$ cat config.mk
export PLATFORM = sky130hd
export DESIGN_NAME = fwd_sel_gen_flat
export DESIGN_NICKNAME = d
export VERILOG_FILES = /design/src/rtl/fwd_sel_gen_pkg.sv /design/src/rtl/fwd_sel_gen_if.sv /design/src/rtl/fwd_sel_gen_md_busy_fsm.sv /design/src/rtl/fwd_sel_gen.sv /design/src/flat_wrapper.sv
export SDC_FILE = /design/constraint.sdc
export NUM_CORES = 1
export LEC_CHECK = 0
export CORE_AREA = 2 2 61 69
export CTS_BUF_LIST = sky130_fd_sc_hd__clkbuf_8 sky130_fd_sc_hd__clkbuf_16
export DETAILED_ROUTE_END_ITERATION = 12
export DIE_AREA = 0 0 63 71
export HOLD_SLACK_MARGIN = 0.1
export PLACE_DENSITY = 0.65
export SLEW_MARGIN = 20
export SYNTH_ARGS = -nofsm -noshare
export SYNTH_HDL_FRONTEND = slang
export SYNTH_HIERARCHICAL = 1
export SYNTH_SLANG_ARGS = --single-unit
$ cat constraint.sdc
create_clock -name clk -period 3.9 [get_ports clk]
set_input_delay 0.78 -clock clk [delete_from_list [all_inputs] [get_ports clk]]
set_output_delay 0.78 -clock clk [all_outputs]
set_load 0.01 [all_outputs]
$ cat src/rtl/fwd_sel_gen_pkg.sv
// Shared CPU constants: forwarding select codes, MD FSM states and the
// destination-shadow record used by the hazard/forwarding logic.
package fwd_sel_gen_pkg;

  typedef enum logic [1:0] {
    FWD_RF    = 2'd0,
    FWD_EXMEM = 2'd1,
    FWD_MEMWB = 2'd2,
    FWD_WB1   = 2'd3
  } fwd_sel_t;

  typedef enum logic [1:0] {
    MD_IDLE = 2'd0,
    MD_BUSY = 2'd1,
    MD_DONE = 2'd2
  } md_state_t;

  typedef enum logic [1:0] {
    MD_NONE = 2'd0,
    MD_MULT = 2'd1,
    MD_DIV  = 2'd2,
    MD_RSVD = 2'd3
  } md_op_t;

  // Shadow index 0 = EX, 1 = MEM, 2 = WB, 3 = WB+1
  localparam int NUM_SHADOW = 4;

  typedef struct packed {
    logic       valid;
    logic [4:0] addr;
    logic       is_load;
  } shadow_t;

  function automatic logic src_hit(input shadow_t s, input logic [4:0] src, input logic used);
    return s.valid && used && (src != 5'd0) && (s.addr == src);
  endfunction

  // Walk from the oldest stage to the youngest so the nearest producer wins;
  // a WB+1 producer has already reached the register file.
  function automatic fwd_sel_t sel_from_match(input logic [NUM_SHADOW-1:0] m);
    fwd_sel_t sel;
    sel = FWD_RF;
    for (int i = NUM_SHADOW - 1; i >= 0; i--) begin
      if (m[i]) begin
        case (i)
          0:       sel = FWD_EXMEM;
          1:       sel = FWD_MEMWB;
          2:       sel = FWD_WB1;
          default: sel = FWD_RF;
        endcase
      end
    end
    return sel;
  endfunction

endpackage

$ cat src/rtl/fwd_sel_gen_if.sv
// ID-stage hazard inputs and forwarding/stall outputs of fwd_sel_gen.
interface fwd_sel_gen_if;
  import fwd_sel_gen_pkg::*;

  logic [4:0] id_rs;
  logic [4:0] id_rt;
  logic       id_rs_used;
  logic       id_rt_used;
  logic       id_we;
  logic [4:0] id_wa;
  logic       id_is_load;
  logic [1:0] id_md_start;
  logic       id_hilo_rd;
  logic       flush;
  fwd_sel_t   fwd_a_sel;
  fwd_sel_t   fwd_b_sel;
  logic       stall;
  logic       md_busy;

  modport master (
    output id_rs, id_rt, id_rs_used, id_rt_used, id_we, id_wa, id_is_load,
           id_md_start, id_hilo_rd, flush,
    input  fwd_a_sel, fwd_b_sel, stall, md_busy
  );

  modport slave (
    input  id_rs, id_rt, id_rs_used, id_rt_used, id_we, id_wa, id_is_load,
           id_md_start, id_hilo_rd, flush,
    output fwd_a_sel, fwd_b_sel, stall, md_busy
  );

endinterface

$ cat src/rtl/fwd_sel_gen_md_busy_fsm.sv
// Multiply/divide occupancy tracker: IDLE/BUSY/DONE with a latency down-counter.
module md_busy_fsm
  import fwd_sel_gen_pkg::*;
#(
  parameter int MULT_LAT = 5,
  parameter int DIV_LAT  = 10
) (
  input  logic       clk,
  input  logic       rst_n,
  input  logic       start_ok,
  input  logic [1:0] md_op,
  output logic       md_busy
);

  localparam int MAX_LAT = (MULT_LAT > DIV_LAT) ? MULT_LAT : DIV_LAT;
  localparam int CNT_W   = (MAX_LAT > 1) ? $clog2(MAX_LAT) : 1;
  localparam logic [CNT_W-1:0] MULT_LOAD = CNT_W'(MULT_LAT - 1);
  localparam logic [CNT_W-1:0] DIV_LOAD  = CNT_W'(DIV_LAT - 1);

  md_state_t        state_reg, state_next;
  logic [CNT_W-1:0] cnt_reg, cnt_next;
  logic             start;
  logic [CNT_W-1:0] load_val;

  assign start    = start_ok && ((md_op == MD_MULT) || (md_op == MD_DIV));
  assign load_val = (md_op == MD_DIV) ? DIV_LOAD : MULT_LOAD;
  assign md_busy  = (state_reg == MD_BUSY);

  always_ff @(posedge clk or negedge rst_n) begin
    if (!rst_n) begin
      state_reg <= MD_IDLE;
      cnt_reg   <= '0;
    end else begin
      state_reg <= state_next;
      cnt_reg   <= cnt_next;
    end
  end

  always_comb begin
    state_next = state_reg;
    cnt_next   = cnt_reg;
    case (state_reg)
      MD_IDLE, MD_DONE: begin
        if (start) begin
          state_next = MD_BUSY;
          cnt_next   = load_val;
        end else begin
          state_next = MD_IDLE;
        end
      end
      MD_BUSY: begin
        if (cnt_reg == '0) begin
          state_next = MD_DONE;
        end else begin
          cnt_next = cnt_reg - 1'b1;
        end
      end
      default: begin
        state_next = MD_IDLE;
        cnt_next   = '0;
      end
    endcase
  end

endmodule

$ cat src/rtl/fwd_sel_gen.sv
// ID-stage forwarding select generator: destination shadows for EX..WB+1,
// registered operand selects, load-use and multiply/divide stalls.
module fwd_sel_gen
  import fwd_sel_gen_pkg::*;
#(
  parameter int MULT_LAT = 5,
  parameter int DIV_LAT  = 10
) (
  input logic         clk,
  input logic         rst_n,
  fwd_sel_gen_if.slave bus
);

  shadow_t               shadow_reg [NUM_SHADOW];
  shadow_t               id_dest;
  logic [NUM_SHADOW-1:0] match_a;
  logic [NUM_SHADOW-1:0] match_b;
  logic                  load_use;
  logic                  md_stall;
  logic                  stall;
  logic                  bubble;
  logic                  md_busy;
  fwd_sel_t              sel_a_reg, sel_b_reg;

  assign id_dest = '{valid: bus.id_we, addr: bus.id_wa, is_load: bus.id_is_load};

  for (genvar gi = 0; gi < NUM_SHADOW; gi++) begin : g_match
    assign match_a[gi] = src_hit(shadow_reg[gi], bus.id_rs, bus.id_rs_used);
    assign match_b[gi] = src_hit(shadow_reg[gi], bus.id_rt, bus.id_rt_used);
  end

  // A load still in EX has no result to forward yet; hold ID for one slot.
  assign load_use = shadow_reg[0].is_load && (match_a[0] || match_b[0]);
  assign md_stall = md_busy && (bus.id_hilo_rd || (bus.id_md_start != 2'b00));
  assign stall    = load_use || md_stall;
  assign bubble   = stall || bus.flush;

  always_ff @(posedge clk or negedge rst_n) begin
    if (!rst_n) begin
      for (int i = 0; i < NUM_SHADOW; i++) begin
        shadow_reg[i] <= '0;
      end
      sel_a_reg <= FWD_RF;
      sel_b_reg <= FWD_RF;
    end else begin
      for (int i = NUM_SHADOW - 1; i > 0; i--) begin
        shadow_reg[i] <= shadow_reg[i-1];
      end
      shadow_reg[0] <= bubble ? '0 : id_dest;
      sel_a_reg     <= bubble ? FWD_RF : sel_from_match(match_a);
      sel_b_reg     <= bubble ? FWD_RF : sel_from_match(match_b);
    end
  end

  md_busy_fsm #(
    .MULT_LAT (MULT_LAT),
    .DIV_LAT  (DIV_LAT)
  ) u_md_busy_fsm (
    .clk      (clk),
    .rst_n    (rst_n),
    .start_ok (!bubble),
    .md_op    (bus.id_md_start),
    .md_busy  (md_busy)
  );

  assign bus.fwd_a_sel = sel_a_reg;
  assign bus.fwd_b_sel = sel_b_reg;
  assign bus.stall     = stall;
  assign bus.md_busy   = md_busy;

endmodule

$ cat src/flat_wrapper.sv
// flat-port wrapper written by rule: the top's interface ports become plain ports
module fwd_sel_gen_flat import fwd_sel_gen_pkg::*;
#(
  parameter int MULT_LAT = 5,
  parameter int DIV_LAT  = 10
)
  (clk, rst_n, bus_id_rs, bus_id_rt, bus_id_rs_used, bus_id_rt_used, bus_id_we, bus_id_wa, bus_id_is_load, bus_id_md_start, bus_id_hilo_rd, bus_flush, bus_fwd_a_sel, bus_fwd_b_sel, bus_stall, bus_md_busy);
  fwd_sel_gen_if bus_i ();
  input logic clk;
  input logic rst_n;
  input wire logic [$bits(bus_i.id_rs)-1:0] bus_id_rs;
  input wire logic [$bits(bus_i.id_rt)-1:0] bus_id_rt;
  input wire logic [$bits(bus_i.id_rs_used)-1:0] bus_id_rs_used;
  input wire logic [$bits(bus_i.id_rt_used)-1:0] bus_id_rt_used;
  input wire logic [$bits(bus_i.id_we)-1:0] bus_id_we;
  input wire logic [$bits(bus_i.id_wa)-1:0] bus_id_wa;
  input wire logic [$bits(bus_i.id_is_load)-1:0] bus_id_is_load;
  input wire logic [$bits(bus_i.id_md_start)-1:0] bus_id_md_start;
  input wire logic [$bits(bus_i.id_hilo_rd)-1:0] bus_id_hilo_rd;
  input wire logic [$bits(bus_i.flush)-1:0] bus_flush;
  output wire logic [$bits(bus_i.fwd_a_sel)-1:0] bus_fwd_a_sel;
  output wire logic [$bits(bus_i.fwd_b_sel)-1:0] bus_fwd_b_sel;
  output wire logic [$bits(bus_i.stall)-1:0] bus_stall;
  output wire logic [$bits(bus_i.md_busy)-1:0] bus_md_busy;
  assign bus_i.id_rs = bus_id_rs;
  assign bus_i.id_rt = bus_id_rt;
  assign bus_i.id_rs_used = bus_id_rs_used;
  assign bus_i.id_rt_used = bus_id_rt_used;
  assign bus_i.id_we = bus_id_we;
  assign bus_i.id_wa = bus_id_wa;
  assign bus_i.id_is_load = bus_id_is_load;
  assign bus_i.id_md_start = bus_id_md_start;
  assign bus_i.id_hilo_rd = bus_id_hilo_rd;
  assign bus_i.flush = bus_flush;
  assign bus_fwd_a_sel = bus_i.fwd_a_sel;
  assign bus_fwd_b_sel = bus_i.fwd_b_sel;
  assign bus_stall = bus_i.stall;
  assign bus_md_busy = bus_i.md_busy;
  fwd_sel_gen #(.MULT_LAT(MULT_LAT), .DIV_LAT(DIV_LAT)) u_core (.clk(clk), .rst_n(rst_n), .bus(bus_i));
endmodule
-- Word level (Yosys, flattened, before mapping)
Index checks and enable logic that the tools add are counted.
- word-level logic and storage cells: 75
- input port bits: 25
- flip-flop bits (word level): 29
- reduce and logical (&&, ||, !) cells: 34
- $add $sub $neg: 1
- muxes and demuxes: 16
- eq/ne operators: 13
- operator list (kind ; count):
    == test 5 bit ; 6
    logical AND 1 bit ; 21
    2-to-1 mux 2 bit ; 9
    2-to-1 mux 4 bit ; 3
    nonzero test 5 bit ; 2
    one-hot mux 4 bit (2 select lines) ; 1
    2-to-1 mux 7 bit ; 1
    inequality test 2 bit, second input constant ; 3
    logical OR 1 bit ; 5
    == test 2 x 1 -> 1 bit, second input constant ; 2
    == test 2 bit, second input constant ; 2
    logical NOT 4 bit ; 1
    one-hot mux 2 bit (2 select lines) ; 1
    subtractor 4 x 1 -> 4 bit, second input constant ; 1
    logical NOT 2 bit ; 1
    AND reduction 2 bit ; 1
    nonzero test 2 bit ; 1
    OR reduction 2 bit ; 1
    logical NOT 1 bit ; 1
    2-to-1 mux 1 bit ; 1

-- Longest topological paths before layout
- depth after elaboration: 11
- depth in mapped cells: 10
- depth with buffers taken out: 9

-- Hierarchy
Netlist, hierarchy kept.
- by module, submodules not included (module ; area an instance (um^2) ; times used ; cells an instance ; seq. area each (um^2)):
    fwd_sel_gen ; 1159.9 ; 1 ; 95 ; 575.6
    md_busy_fsm ; 357.8 ; 1 ; 37 ; 150.1

-- Worst setup path before layout
No wires, ideal clock.
- kind: input to output
- start point: in bus_id_rt[4]
- end point: out bus_stall
- required time: 3.120 ns
- arrival: 2.111 ns
- path buffers: 1
- setup slack: 1.009 ns
- stages on the path: 6
- path through: or4_1 o21ai_2 nor3_2 o21a_4 buf_6 a21o_2
- longest elaborated chain between the ends: 6
- elaborated cells on any way between the ends: 7
- RTL lines (what ; RTL line ; source):
    from (decl) ; flat_wrapper.sv:12 ; input wire logic [$bits(bus_i.id_rt)-1:0] bus_id_rt;
    nonzero test 5 bit ; fwd_sel_gen_pkg.sv:35 ; return s.valid && used && (src != 5'd0) && (s.addr == src);
    logical AND 1 bit ; fwd_sel_gen_pkg.sv:35 ;
    logical AND 1 bit (*) ; fwd_sel_gen_pkg.sv:35 ;
    logical OR 1 bit (*) ; fwd_sel_gen.sv:33 ; assign load_use = shadow_reg[0].is_load && (match_a[0] || match_b[0]);
    logical AND 1 bit (*) ; fwd_sel_gen.sv:33 ;
    logical OR 1 bit (*) ; fwd_sel_gen.sv:35 ; assign stall = load_use || md_stall;
    to (decl) ; flat_wrapper.sv:23 ; output wire logic [$bits(bus_i.stall)-1:0] bus_stall;
Every way passes the cells marked *; elsewhere a longest branch is shown, timed or not.

-- Worst setup path in the final report
- start point: in bus_id_rs[1]
- end point: out bus_stall
- longest elaborated chain between the ends: 6
- elaborated cells on any way between the ends: 7
- RTL lines (what ; RTL line ; source):
    from (decl) ; flat_wrapper.sv:11 ; input wire logic [$bits(bus_i.id_rs)-1:0] bus_id_rs;
    nonzero test 5 bit ; fwd_sel_gen_pkg.sv:35 ;
    logical AND 1 bit ; fwd_sel_gen_pkg.sv:35 ;
    logical AND 1 bit (*) ; fwd_sel_gen_pkg.sv:35 ;
    logical OR 1 bit (*) ; fwd_sel_gen.sv:33 ;
    logical AND 1 bit (*) ; fwd_sel_gen.sv:33 ;
    logical OR 1 bit (*) ; fwd_sel_gen.sv:35 ;
Marks and branches as above.

==> results.yml <==
status:
  status: "finished clean"
floorplanning:
  num_rows: 24
  core_area_um2: 3814
  die_width_um: 63
  io_pins: 31
  start_util: 0.3980
  dieArea_um2: 4473
  die_y_um: 71
synthesis:
  synthTopCellsByArea: "dfrtp_1, xnor2_1, nor3b_2"
  synth-seq-cells: 29
  syn-cell-area_um2: 1518
  synth_cell_type_count: 36
  synthXorXnorAreaFrac: 0.1731
  syn-num-nets: 160
  yosys_warnings: 6
  synth_top_cell_area_share: 0.4782
  synth_compound_area_frac: 0.08904
  seq_area_frac_synth: 0.4782
  synthAdderAreaFrac: 0.02473
  yosys.area_share.simple: 0.2102
  synthCells: 132
  synth_largest_area_cell: "dfrtp_1"
  synth_top_family_by_area: "simple AND/OR/NAND/NOR gates"
  synthMuxAreaShare: 0
  synth_area_per_cell_um2: 11.50
clock_tree:
  tritoncts: "done"
  clock_latency_ns: 0.28
  cts.clk_slew.worst_paths_ns: 0.06
  htree_num_levels: 2
  clock-root-buffer: "clkbuf_8"
  postCtsSetupRepairBufs: 0
  cts_buffers: 5
  postCtsResizedCells: 0
  clock_sinks: 29
  cts_hold_buf: 0
  clockBufferDepth: 2
critical_path:
  cp_num_buf_inv: 2
  critPathMaxFanout: 3
  cp.arrival_ns: 2.93
  reg2reg_setup_slack_ns: 1.67
  start_kind: "input port"
  r2r-start: "u_core/shadow_reg[22]$_DFF_PN0_"
  crit_chain: "clkdlybuf4s50_1 > or4_1 > o21ai_2 > nor3_1 > o21a_4 > a21o_2 > clkdlybuf4s50_1"
  slowest_stage: "or4_1"
  worstRegToRegCells: 10
  cp_slowest_stage_delay_ns: 0.55
  critPathRequiredTime_ns: 3.12
  critPathCaptureType: "primary output"
  cp_common_cell: "clkdlybuf4s50_1"
  path_class: "in2out"
  path_delay_family: "buffers and inverters"
  reg2reg_to: "u_core/u_md_busy_fsm/cnt_reg[3]$_DFFE_PN0P_"
worst_hold_path:
  holdPathEnd: "u_core/shadow_reg[8]$_DFF_PN0_"
  hold_depth: 0
  hp-start: "u_core/shadow_reg[15]$_DFF_PN0_"
  hold_path_class: "reg2reg"
layout:
  syn2layout_area_growth_pct: 32.98
  layout-drive-gt1-share: 0.2034
  nets: 204
  diodes: 0
  mostFrequentLayoutCell: "clkdlybuf4s50_1"
  layout_common_cells: "clkdlybuf4s50_1, dfrtp_1, xnor2_1, buf_4, xor2_1"
  largest_register_ff_count: 19
timing:
  hold_viol: 0
  holdWs_ns: 0.4301
  final_max_slew_viol_count: 0
  skew_ns: 0.005854
  tns_ns: 0
  worst_slew_pin_slew_ns: 0.5366
  fin_crit_sh: 0.9511
  setup_violations: 0
  fmax_mhz: 269.6
  slew_headroom: 0.6423
  layout_min_cycle_time_ns: 3.709
  rsz0062_at_grt: "false"
place:
  port_buffers: 30
  routabilityCongestion: 0.8912
  dp.final_hpwl_um: 2613
detailed_routing:
  wirelength_um: 3414
  drtIter0Drc: 53
  first_pass_iters: 4
  ant_nets: 0
  vias: 1158
  via_per_inst: 5.057
  wire_per_inst_um: 14.91
  drc: 0
power:
  ir_worst_vdd_uv: 312.0
  p_leak_uw: 0.0008428
  power_density_nw_per_um2: 498.0
  total_power_uw: 1005
global_route:
  grt_pass1_vias: 1284
  grt.overflow.total: 0
  grt_max_degree: 30
  antenna_found_initial: 0
  grt_pass1_wl_um: 5782
  grt.total_usage: 0.1690
run:
  cap_violations: 0
layer usage:
metal	vias up	GRT usage	part of all wire
met5	-	0	0
met4	0	0.07160	0.020
met3	7	0.05087	0.057
met2	37	0.2967	0.52
met1	563	0.1901	0.40
li1	551	-	-
synthesized netlist by cell type:
library cell / instances
nor2_2: 1
xor2_1: 8
inv_2: 1
nor2_1: 4
and2_2: 1
o22a_1: 3
a21o_1: 1
nor4_1: 4
o22ai_1: 1
nor3b_1: 1
nand2b_2: 1
buf_6: 1
or3_1: 1
o22a_2: 1
nand2b_1: 1
a21o_2: 1
xnor2_1: 22
a311oi_1: 1
nor2_4: 1
nor2b_1: 2
dfrtp_1: 29
nand4_1: 4
or3b_4: 1
nor3b_2: 6
o21ai_2: 2
a21oi_1: 6
o21ai_1: 1
clkbuf_1: 1
nand2_1: 5
o21a_4: 1
inv_1: 5
nor3_1: 4
nor3_2: 3
ha_1: 3
nand4b_1: 2
or4_1: 2
through the flow:
step                        util  instances  setup WS [ns]  cell area, µm²
after global placement    0.5075        221         0.2242            1936
after global routing      0.5292        229         0.1017            2018
after floorplan                -        132          1.009            1518
after detailed placement  0.5075        221         0.1989            1936
final                     0.5292        229         0.1905            2018
after CTS                 0.5292        229         0.1827            2018
worst max path at each step:
stage,endpoint,depth (start not counted),start,slack [ns]
6_report,bus_stall,7,bus_id_rs[1],0.19
5_1_grt,bus_stall,7,bus_id_rs[1],0.10
4_1_cts,bus_stall,7,bus_id_rs[1],0.18
3_5_place_dp,bus_stall,7,bus_id_rs[1],0.20
3_3_place_gp,bus_stall,7,bus_id_rt[4],0.22
2_1_floorplan,bus_stall,6,bus_id_rt[4],1.01
final cells by class:
| cell class | count | area [µm²] |
|---|---|---|
| multi-input cells | 95 | 754.5 |
| clock inverters | 3 | 13.76 |
| fillers | 373 | 1795 |
| inverters | 6 | 22.52 |
| well taps | 52 | 65.06 |
| flip-flops and latches | 29 | 725.7 |
| clock buffers | 5 | 68.82 |
| repair buffers | 39 | 367.9 |
where the power goes:
part	switching (µW)	internal (µW)	total, µW
registers	61.0	362	423
clock network	109	121	230
logic	172	181	353
logic make-up (layout without fill, tap and decap cells):
group / count (synthesis) / in the layout
buffers and inverters: 8 / 53
AO/OA/AOI/OAI: 18 / 18
AND/OR/NAND/NOR: 44 / 44
adder cells (fa/ha/maj): 3 / 3
flip-flops: 29 / 29
XOR/XNOR: 30 / 30
Power figures use the tool's default switching activity.
